`src/rtl/cdb_pkg.sv`:
```
// Shared types and sizing for the CDB result arbiter.
// Optional feature macro used by the arbiter top: CDB_ARB_FLUSH_EN.
package cdb_pkg;

    localparam int unsigned NUM_FU         = 4;
    localparam int unsigned DEF_MAX_GRANTS = 2;
    localparam int unsigned DEF_FIFO_DEPTH = 2;
    localparam int unsigned PREG_W         = 7;
    localparam int unsigned VAL_W          = 32;
    localparam int unsigned TAG_W          = 5;
    localparam int unsigned PC_W           = 32;
    localparam int unsigned RR_W           = $clog2(NUM_FU);
    localparam int unsigned RR_PW          = RR_W + 1;

    typedef struct packed {
        logic [PREG_W-1:0] preg;
        logic [VAL_W-1:0]  val;
        logic [TAG_W-1:0]  tag;
        logic [PC_W-1:0]   pc;
        logic              taken;
    } cdb_entry_t;

    // Modulo-NUM_FU addition used by the round-robin scan.
    function automatic logic [RR_W-1:0] rr_add(input logic [RR_W-1:0] base,
                                              input logic [RR_W:0]   inc);
        logic [RR_W:0] sum;
        sum = {1'b0, base} + inc;
        if (sum >= RR_PW'(NUM_FU)) begin
            sum = sum - RR_PW'(NUM_FU);
        end
        return sum[RR_W-1:0];
    endfunction

endpackage

```
`src/rtl/cdb_arb_fifo.sv`:
```
// Per-FU result queue: power-of-two depth, extra pointer bit for full/empty.
module cdb_arb_fifo
    import cdb_pkg::*;
#(
    parameter int unsigned DEPTH = DEF_FIFO_DEPTH
) (
    input  logic       clk,
    input  logic       rst_n,
    input  logic       clear,
    input  logic       push,
    input  logic       pop,
    input  cdb_entry_t din,
    output cdb_entry_t head,
    output logic       full,
    output logic       empty
);

    localparam int unsigned AW = $clog2(DEPTH);
    localparam int unsigned PW = AW + 1;

    logic [PW-1:0] wr_ptr;
    logic [PW-1:0] rd_ptr;
    cdb_entry_t    mem [DEPTH];

    // Pointer update; clear wins over any push/pop in the same cycle.
    always_ff @(posedge clk or negedge rst_n) begin
        if (!rst_n) begin
            wr_ptr <= '0;
            rd_ptr <= '0;
        end else if (clear) begin
            wr_ptr <= '0;
            rd_ptr <= '0;
        end else begin
            if (push) begin
                wr_ptr <= wr_ptr + PW'(1);
            end
            if (pop) begin
                rd_ptr <= rd_ptr + PW'(1);
            end
        end
    end

    // Storage write; contents need no reset since empty masks them.
    always_ff @(posedge clk) begin
        if (push && !clear) begin
            mem[wr_ptr[AW-1:0]] <= din;
        end
    end

    assign empty = (wr_ptr == rd_ptr);
    assign full  = (wr_ptr[AW] != rd_ptr[AW]) && (wr_ptr[AW-1:0] == rd_ptr[AW-1:0]);
    assign head  = mem[rd_ptr[AW-1:0]];

endmodule

```
`src/rtl/cdb_result_arbiter.sv`:
```
// Queues FU results per unit and broadcasts up to MAX_GRANTS per cycle on the CDB
// with round-robin fairness. Define CDB_ARB_FLUSH_EN to add the flush_i port.
module cdb_result_arbiter
    import cdb_pkg::*;
#(
    parameter int unsigned MAX_GRANTS = DEF_MAX_GRANTS,
    parameter int unsigned FIFO_DEPTH = DEF_FIFO_DEPTH
) (
    input  logic                          clk,
    input  logic                          rst_n,
`ifdef CDB_ARB_FLUSH_EN
    input  logic                          flush_i,
`endif
    input  logic [NUM_FU-1:0]             fu_valid_i,
    output logic [NUM_FU-1:0]             fu_ready_o,
    input  logic [NUM_FU-1:0][PREG_W-1:0] fu_preg_i,
    input  logic [NUM_FU-1:0][VAL_W-1:0]  fu_val_i,
    input  logic [NUM_FU-1:0][TAG_W-1:0]  fu_tag_i,
    input  logic [NUM_FU-1:0][PC_W-1:0]   fu_pc_i,
    input  logic [NUM_FU-1:0]             fu_taken_i,
    input  logic                          cdb_ready_i,
    output logic [NUM_FU-1:0]             cdb_valid_o,
    output logic [NUM_FU-1:0][PREG_W-1:0] cdb_preg_o,
    output logic [NUM_FU-1:0][VAL_W-1:0]  cdb_val_o,
    output logic [NUM_FU-1:0][TAG_W-1:0]  cdb_tag_o,
    output logic [NUM_FU-1:0][PC_W-1:0]   cdb_pc_o,
    output logic [NUM_FU-1:0]             cdb_taken_o
);

    logic              flush;
    logic [NUM_FU-1:0] full;
    logic [NUM_FU-1:0] empty;
    logic [NUM_FU-1:0] push;
    logic [NUM_FU-1:0] pop;
    logic [NUM_FU-1:0] grant;
    logic [NUM_FU-1:0] win;
    logic [RR_W-1:0]   win_idx [NUM_FU];
    cdb_entry_t        head    [NUM_FU];
    logic [RR_W-1:0]   rr_ptr;
    logic [RR_W-1:0]   rr_next;
    logic              advance;
    logic [NUM_FU-1:0] lane_valid;
    cdb_entry_t        lane_data [NUM_FU];

`ifdef CDB_ARB_FLUSH_EN
    assign flush = flush_i;
`else
    assign flush = 1'b0;
`endif

    assign advance     = cdb_ready_i || (lane_valid == '0);
    assign push        = fu_valid_i & ~full & ~{NUM_FU{flush}};
    assign pop         = grant & {NUM_FU{advance && !flush}};
    assign fu_ready_o  = ~full;
    assign cdb_valid_o = lane_valid;

    for (genvar i = 0; i < NUM_FU; i++) begin : g_fu
        cdb_entry_t din;

        assign din = '{preg: fu_preg_i[i], val: fu_val_i[i], tag: fu_tag_i[i],
                       pc: fu_pc_i[i], taken: fu_taken_i[i]};

        cdb_arb_fifo #(.DEPTH(FIFO_DEPTH)) u_fifo (
            .clk   (clk),
            .rst_n (rst_n),
            .clear (flush),
            .push  (push[i]),
            .pop   (pop[i]),
            .din   (din),
            .head  (head[i]),
            .full  (full[i]),
            .empty (empty[i])
        );

        assign cdb_preg_o[i]  = lane_data[i].preg;
        assign cdb_val_o[i]   = lane_data[i].val;
        assign cdb_tag_o[i]   = lane_data[i].tag;
        assign cdb_pc_o[i]    = lane_data[i].pc;
        assign cdb_taken_o[i] = lane_data[i].taken;
    end

    // Rotate / find-first / unrotate, once per grant, masking earlier winners.
    always_comb begin
        logic [NUM_FU-1:0] avail;
        logic [NUM_FU-1:0] rot;
        logic              found;
        logic [RR_W-1:0]   off;
        logic [RR_W-1:0]   sel;
        avail   = ~empty;
        rot     = '0;
        found   = 1'b0;
        off     = '0;
        sel     = '0;
        grant   = '0;
        win     = '0;
        rr_next = rr_ptr;
        for (int k = 0; k < NUM_FU; k++) begin
            win_idx[k] = '0;
        end
        for (int g = 0; g < int'(MAX_GRANTS); g++) begin
            for (int j = 0; j < NUM_FU; j++) begin
                rot[j] = avail[rr_add(rr_ptr, RR_PW'(j))];
            end
            found = 1'b0;
            off   = '0;
            for (int j = NUM_FU - 1; j >= 0; j--) begin
                if (rot[j]) begin
                    found = 1'b1;
                    off   = RR_W'(j);
                end
            end
            sel = rr_add(rr_ptr, {1'b0, off});
            if (found) begin
                win[g]     = 1'b1;
                win_idx[g] = sel;
                avail[sel] = 1'b0;
                grant[sel] = 1'b1;
                rr_next    = rr_add(sel, RR_PW'(1));
            end
        end
    end

    // Output lanes and rr pointer: load on advance, hold while the CDB stalls.
    always_ff @(posedge clk or negedge rst_n) begin
        if (!rst_n) begin
            lane_valid <= '0;
            rr_ptr     <= '0;
            for (int k = 0; k < NUM_FU; k++) begin
                lane_data[k] <= '0;
            end
        end else if (flush) begin
            lane_valid <= '0;
        end else if (advance) begin
            lane_valid <= win;
            rr_ptr     <= rr_next;
            for (int k = 0; k < NUM_FU; k++) begin
                if (win[k]) begin
                    lane_data[k] <= head[win_idx[k]];
                end else begin
                    lane_data[k] <= '0;
                end
            end
        end
    end

endmodule
```
`config.mk`:
```
export PLATFORM = sky130hd
export DESIGN_NAME = cdb_result_arbiter
export DESIGN_NICKNAME = d
export VERILOG_FILES = /design/src/rtl/cdb_pkg.sv /design/src/rtl/cdb_arb_fifo.sv /design/src/rtl/cdb_result_arbiter.sv
export SDC_FILE = /design/constraint.sdc
export NUM_CORES = 1
export LEC_CHECK = 0
export CAP_MARGIN = 10
export CORE_UTILIZATION = 47
export CTS_BUF_LIST = sky130_fd_sc_hd__clkbuf_8 sky130_fd_sc_hd__clkbuf_16
export DETAILED_ROUTE_END_ITERATION = 6
export GPL_TIMING_DRIVEN = 0
export PLACE_DENSITY = 0.87
export SKIP_CTS_REPAIR_TIMING = 1
export SLEW_MARGIN = 20
export SYNTH_ARGS = -nofsm -noshare
export SYNTH_HDL_FRONTEND = slang
export SYNTH_SLANG_ARGS = --single-unit
```
`constraint.sdc`:
```
create_clock -name clk -period 5.1 [get_ports clk]
set_input_delay 0.51 -clock clk [delete_from_list [all_inputs] [get_ports clk]]
set_output_delay 0.51 -clock clk [all_outputs]
set_load 0.01 [all_outputs]
```
# Word-level counts from Yosys, hierarchy flattened
# Memories as Yosys holds them, arrays and structs flattened.
# Index checks and enable logic that the tools add are counted.
totals:
  mem_count: 4
  mem_bits_rw: 616
  input_bits: 315
  output_inout_bits: 316
  rom_bits: 0
  regBits: 174
  latchBits: 0
  wordCells: 165
op_classes:
  multipliers: 0
  div_mod_pow: 0
  addsub: 23
  eq_ne: 12
  n_reduce_logical: 10
  magnitude_cmp: 18
  mux: 69
  bitwise_logic: 9
  shifts: 0
mem_list:
  columns: ["name", "words", "width", "rd", "rd_ports_with_merged_regs", "write_ports", "line_no", "rtl"]
  rows:
  - ["g_fu[0].u_fifo.mem", 2, 77, 1, 0, 1, "cdb_arb_fifo.sv:23", "cdb_entry_t mem [DEPTH];"]
  - ["g_fu[1].u_fifo.mem", 2, 77, 1, 0, 1, "cdb_arb_fifo.sv:23", null]
  - ["g_fu[2].u_fifo.mem", 2, 77, 1, 0, 1, "cdb_arb_fifo.sv:23", null]
  - ["g_fu[3].u_fifo.mem", 2, 77, 1, 0, 1, "cdb_arb_fifo.sv:23", null]
op_table:
  columns: ["cell", "count"]
  rows:
  - ["2-to-1 mux 77 bit", 6]
  - ["binary-select mux 77 bit (select 2 bit)", 2]
  - ["2-to-1 mux 2 bit", 20]
  - ["2-to-1 mux 1 bit", 28]
  - [">= comparator 3 bit (second input constant)", 9]
  - ["< comparator 2 x 3 -> 1 bit (second input constant)", 6]
  - ["adder 2 x 1 -> 2 bit (second input constant)", 8]
  - ["binary-select mux 1 bit (select 2 bit)", 8]
  - ["subtractor 2 x 1 -> 2 bit (second input constant)", 8]
  - ["bitwise AND 4 bit", 3]
  - ["2-to-1 mux 4 bit", 3]
  - ["NOT 4 bit", 3]
  - ["adder 2 x 1 -> 3 bit (second input constant)", 3]
  - ["equality test 2 bit", 4]
  - ["adder 2 x 2 -> 3 bit", 2]
  - ["adder 2 x 2 -> 3 bit (second input constant)", 2]
  - ["logical AND 1 bit", 6]
  - ["NOT 2 -> 3 bit", 2]
  - ["demux 1 bit (select 2 bit)", 2]
  - ["equality test 1 bit", 4]
  - [">= comparator 2 x 1 -> 1 bit (second input constant)", 2]
  - ["zero test 4 bit", 1]
  - ["inequality test 1 bit", 4]
  - ["OR 4 bit", 1]
  - ["4 further kinds", 4]

# Longest topological paths before layout
logic_depth:
  depth_word: 35
  depth_mapped: 28
  depth_no_buf: 21

# Hierarchy
# Synthesis repeated with hierarchy kept, for this count alone.
unflattened:
  cells_unflattened: 2219
  hier_area_um2: 37483.4
by_module_without_submodules:
  columns: ["mod", "cells_per_inst", "area_each_um2", "instances", "seq_area_each_um2"]
  rows:
  - ["cdb_arb_fifo", 260, 6178.4, 4, 4724.5]
  - ["cdb_result_arbiter", 1179, 12769.7, 1, 3953.8]

# Worst setup path before layout
# OpenSTA, ideal clock, no wires.
synth_timing:
  path_type: "register to register"
  from: "reg g_fu[0].u_fifo.rd_ptr[0]"
  to: "reg lane_data (netlist bit cdb_preg_o[10])"
  synth_period_minus_slack_ns: 5.174
  stages_incl_launch_ff: 29
  t_required_ns: 4.979
  setup_slack_ns: -0.074
  path_buffers: 7
  setup_ns: 0.121
  arrival_ns: 5.053
  cell_sequence: "dfrtp_1 buf_2 xnor2_2 and2_1 clkbuf_1 nand2_1 nor3b_1 a21oi_1 o211ai_1 ha_1 xor2_1 xnor2_1 buf_2 clkbuf_1 nor2_1 nor2_1 o21ai_0 o21ai_0 nor2_1 a21oi_1 ha_1 xor2_1 xor2_1 buf_4 buf_6 buf_6 nand2_1 a32oi_1 nand2_1"
synth_between:
  elab_chain_len: 33
  word_cells_on_any_way: 58
  classes_between: "add/sub (4); order compare (4); eq/ne (1); mux (43); bitwise (4); reduce/logical (1); memory (1)"
synth_lines:
  columns: ["element", "line_no", "rtl"]
  rows:
  - ["start: declaration", "cdb_arb_fifo.sv:22", "logic [PW-1:0] rd_ptr;"]
  - ["start signal: assignment", "cdb_arb_fifo.sv:38", "rd_ptr <= rd_ptr + PW'(1);"]
  - ["equality test 2 bit", "cdb_arb_fifo.sv:50", "assign empty = (wr_ptr == rd_ptr);"]
  - ["NOT 4 bit", "cdb_result_arbiter.sv:89", "avail = ~empty;"]
  - ["binary-select mux 1 bit (select 2 bit)", "cdb_result_arbiter.sv:102", "rot[j] = avail[rr_add(rr_ptr, RR_PW'(j))];"]
  - ["2-to-1 mux 1 bit (not written as such)", "cdb_result_arbiter.sv:102", null]
  - ["2-to-1 mux 2 bit (4 in a row)", "cdb_result_arbiter.sv:107", "if (rot[j]) begin"]
  - ["adder 2 x 2 -> 3 bit", "cdb_pkg.sv:27", "sum = {1'b0, base} + inc;"]
  - [">= comparator 3 bit / subtractor 2 x 1 -> 2 bit (equally long branches)", "cdb_pkg.sv:28, cdb_pkg.sv:29", null]
  - ["2-to-1 mux 2 bit", "cdb_pkg.sv:28", "if (sum >= RR_PW'(NUM_FU)) begin"]
  - ["(+13 left out)", null, null]
  - ["adder 2 x 2 -> 3 bit", "cdb_pkg.sv:27", null]
  - [">= comparator 3 bit / subtractor 2 x 1 -> 2 bit (equally long branches)", "cdb_pkg.sv:28, cdb_pkg.sv:29", null]
  - ["2-to-1 mux 2 bit", "cdb_pkg.sv:28", null]
  - ["2-to-1 mux 2 bit", "cdb_result_arbiter.sv:113", "if (found) begin"]
  - ["NOT 2 -> 3 bit (not written as such)", "cdb_result_arbiter.sv:138", "lane_data[k] <= head[win_idx[k]];"]
  - ["binary-select mux 77 bit (select 2 bit)", "cdb_result_arbiter.sv:138", null]
  - ["2-to-1 mux 77 bit (not written as such) (2 in a row)", "cdb_result_arbiter.sv:138", null]
  - ["2-to-1 mux 77 bit *", "cdb_result_arbiter.sv:137", "if (win[k]) begin"]
  - ["end signal: indexed assignment", "cdb_result_arbiter.sv:138", null]
  - ["end: declaration", "cdb_result_arbiter.sv:43", "cdb_entry_t lane_data [NUM_FU];"]
# Every way passes the cells marked *; elsewhere a longest branch is shown, timed or not. The select of a mux whose other input is x is not followed.
# A chain may end at the register's enable or synchronous reset.

# Worst setup path after layout
layout_timing:
  from: "reg rr_ptr[0]"
  to: "reg lane_data (netlist bit cdb_val_o[56])"
layout_between:
  elab_chain_len: 34
  word_cells_on_any_way: 70
  classes_between: "add/sub (11); order compare (8); mux (47); bitwise (3); reduce/logical (1)"
layout_lines:
  columns: ["element", "line_no", "rtl"]
  rows:
  - ["start: declaration", "cdb_result_arbiter.sv:39", "logic [RR_W-1:0] rr_ptr;"]
  - ["start signal: assignment", "cdb_result_arbiter.sv:135", "rr_ptr <= rr_next;"]
  - ["adder 2 x 2 -> 3 bit", "cdb_pkg.sv:27", null]
  - [">= comparator 3 bit / subtractor 2 x 1 -> 2 bit (equally long branches)", "cdb_pkg.sv:28, cdb_pkg.sv:29", null]
  - ["2-to-1 mux 2 bit", "cdb_pkg.sv:28", null]
  - ["binary-select mux 1 bit (select 2 bit)", "cdb_result_arbiter.sv:102", null]
  - ["2-to-1 mux 1 bit (not written as such)", "cdb_result_arbiter.sv:102", null]
  - ["2-to-1 mux 2 bit (4 in a row)", "cdb_result_arbiter.sv:107", null]
  - ["adder 2 x 2 -> 3 bit", "cdb_pkg.sv:27", null]
  - [">= comparator 3 bit / subtractor 2 x 1 -> 2 bit (equally long branches)", "cdb_pkg.sv:28, cdb_pkg.sv:29", null]
  - ["(+14 left out)", null, null]
  - ["adder 2 x 2 -> 3 bit", "cdb_pkg.sv:27", null]
  - [">= comparator 3 bit / subtractor 2 x 1 -> 2 bit (equally long branches)", "cdb_pkg.sv:28, cdb_pkg.sv:29", null]
  - ["2-to-1 mux 2 bit", "cdb_pkg.sv:28", null]
  - ["2-to-1 mux 2 bit", "cdb_result_arbiter.sv:113", null]
  - ["NOT 2 -> 3 bit (not written as such)", "cdb_result_arbiter.sv:138", null]
  - ["binary-select mux 77 bit (select 2 bit)", "cdb_result_arbiter.sv:138", null]
  - ["2-to-1 mux 77 bit (not written as such) (2 in a row)", "cdb_result_arbiter.sv:138", null]
  - ["2-to-1 mux 77 bit *", "cdb_result_arbiter.sv:137", null]
# Marked as above.

==> metrics.cfg <==
[grt]
grt_antenna_before_repair = 66
grt_pass1_vias = 23640
grt_max_degree = 81
track_usage_pct = 31.18
grt-ovfl-total = 0
grt_pass1_wl_mm = 162.4

[detailed_routing]
routed_wl_mm = 118.4
final_antenna_net_count = 0
drc = 3
viasPerCell = 5.939
post_drt_wl_per_cell_um = 29.33
vias = 23970
drt-pass1-iter-count = 7
drt_iter0_drc = 3307

[logic_synthesis]
synth_compound_area_share_pct = 5.310
synth_fa_ha_area_share_pct = 0.1112
synthArstFlopShare_pct = 22.03
synth_simple_gate_area_share_pct = 4.999
synth-main-ff-cell = edfxtp_1
yosys_warnings = 0
ys_seq_elements = 790
synth_top_area_share_pct = 54.78
yosys.area.top_type = edfxtp_1
synth_area_leaders = edfxtp_1, dfrtp_1, mux2i_1
syn_area_per_cell_um2 = 15.24
synth_xor_area_share_pct = 1.004
synth-edff-count = 616
synth_cells = 2215
netlist_area_um2 = 33770
ys_seq_area_share_pct = 67.67
synth_top_family_by_area = multiplexers
synth.area.mux_share_pct = 15.73
yosysUniqueCellTypes = 59

[final_layout]
fin_area_um2 = 44310
fin_nets = 3299
drive_gt1_share_pct = 16.84
syn_to_final_growth_pct = 31.23

[floorplan]
die_y_um = 270.0
coreArea_um2 = 70510
die_w_um = 270.0
die-area_um2 = 72920
rows = 97
start_util_pct = 47.89
ios = 631

[clock_tree]
clock_latency_ps = 630
htree_levels = 3
clockRootBuffer = clkbuf_16
clk_pin_slew_ps = 60
tritoncts = done
numCtsBuffers = 78
cts_buffer_depth = 3
clock-sinks = 790

[sta]
hold_viol = 0
final.setup.worst_slack_ps = -133.6
fin_crit_sh_pct = 102.6
period_needed_ps = 5234
setup_viol = 67
max_freq_mhz = 191.1
relSlewSlack_pct = 18.95
clock_skew_ps = 26.79
tightestPinTransition_ps = 1216
drv_slew = 0

[place]
post-place-ws_ps = -2263
port_buffers = 474
gp_congestion = 0.9138
placed_area_um2 = 40960
dp_hpwl_mm = 80.75

[critical_path]
cp.required_ps = 5620
path_max_fanout = 10
arrival_ps = 5750
crit_type = flop to flop
critPathLaunchType = flop
reg2reg_depth = 24
cp-end-kind = flop

[job]
drv_cap = 0

[status]
violations = DRC, setup timing
status = finished, violations left

[hold_path]
hold_path_class = input port to asynchronous set/reset pin

-- cell usage in the layout, fill, tap and decap left out, types with 12 or more instances in the layout --
cell type	count
o21ai_0	85
clkbuf_1	52
buf_16	12
nand3_1	39
clkbuf_4	16
buf_2	12
clkdlybuf4s50_1	473
a221o_1	28
a21oi_1	15
a32oi_1	32
a22o_1	17
inv_1	27
xnor2_1	17
buf_4	189
buf_12	18
edfxtp_1	616
a31o_1	16
dfrtp_1	172
conb_1	156
mux4_2	76
nor2_1	17
nand2_1	304
clkbuf_2	12
diode_2	49
clkbuf_16	80
o22ai_1	31
buf_1	14
mux2i_1	355
-- cell usage after synthesis, drive strengths merged, types with 2 or more instances --
cell type / count
edfxtp: 616
mux2i: 355
nand2: 307
buf: 214
dfrtp: 174
o21ai: 88
mux4: 76
clkbuf: 70
nand3: 39
a32oi: 33
o22ai: 31
a221o: 28
nor2: 25
xnor2: 24
a21oi: 17
a22o: 17
a31o: 16
xor2: 13
nor3: 10
and3: 5
nor4: 5
a31oi: 4
and2: 4
mux2: 4
nand4: 4
o211ai: 4
ha: 3
inv: 3
nand2b: 3
o2111ai: 2
o32ai: 2
-- worst paths after layout --
kind,from,endpoint,slack (ps)
hold reg to reg,cdb_preg_o[1],cdb_preg_o[1],480
setup / recovery,rr_ptr[0],cdb_val_o[56],-130
hold / removal,rst_n,cdb_pc_o[43],440
min in group clk,fu_val_i[117],g_fu[3].u_fifo.mem[0][59],450
setup reg to reg,rr_ptr[0],cdb_val_o[56],-130
max in group asynchronous,rst_n,cdb_val_o[11],3810
-- critical path, cell delays in order, from the launching register on --
cell	delay (ps)
dfrtp_1	480
clkbuf_2	250
clkbuf_2	250
nor3_1	250
a31oi_1	70
o211ai_1	320
ha_4	260
xor2_4	240
xnor2_4	130
buf_12	150
buf_8	150
nor2_1	180
nor2_2	80
nor3_1	250
a21oi_1	100
a21oi_2	190
ha_2	250
xor2_4	260
xor2_4	280
buf_12	190
buf_12	170
buf_8	190
nand2_1	80
a32oi_1	230
nand2_1	90
-- kinds of logic (layout without fill, tap and decap cells) --
group | count (synthesis) | count (layout)
compound gates | 254 | 254
xor+xnor | 37 | 37
fa+ha+maj | 3 | 3
buf+inv | 287 | 964
flops | 790 | 790
mux | 435 | 435
other cells | 1 | 205
simple gates | 408 | 408
-- sequential cells by signal (all words and copies together), names as in the netlist --
register            cells
g_fu.u_fifo.mem       616
cdb_pc_o               64
cdb_val_o              64
cdb_preg_o             14
cdb_tag_o              10
g_fu.u_fifo.rd_ptr      8
g_fu.u_fifo.wr_ptr      8
cdb_taken_o             2
cdb_valid_o             2
rr_ptr                  2
-- metrics by stage --
step	hold WS [ps]	utilization, %	cells	setup TNS, ps
floorplan	214.4	-	2370	0
global placement	461.7	57.12	3784	-2085080
detailed placement	414.4	58.09	3811	-179100
CTS	-237.8	61.64	3957	-186260
global route	427.4	62.83	4032	-16990
finish	437.3	62.84	4036	-4341
-- layout make-up --
| type | instances | area (um2) |
|---|---|---|
| Timing Repair Buffer | 534 | 5674 |
| Tap cell | 940 | 1176 |
| Buffer | 281 | 1884 |
| Antenna cell | 49 | 122.6 |
| Clock inverter | 61 | 442.9 |
| Fill cell | 4851 | 26200 |
| Clock buffer | 85 | 2059 |
| Multi-Input combinational cell | 1293 | 10090 |
| Sequential cell | 790 | 22850 |
| Inverter | 3 | 11.26 |
-- routing by layer --
metal	wire length (um)	vias up	GRT usage, %
met2	57980	2071	51.97
li1	-	9709	-
met5	229	-	0
met1	38760	11620	35.90
met3	13090	537	7.984
met4	8304	34	19.72
Power is not shown: default switching activity piles up to over one toggle a cycle in this logic, so the estimate is an artifact.
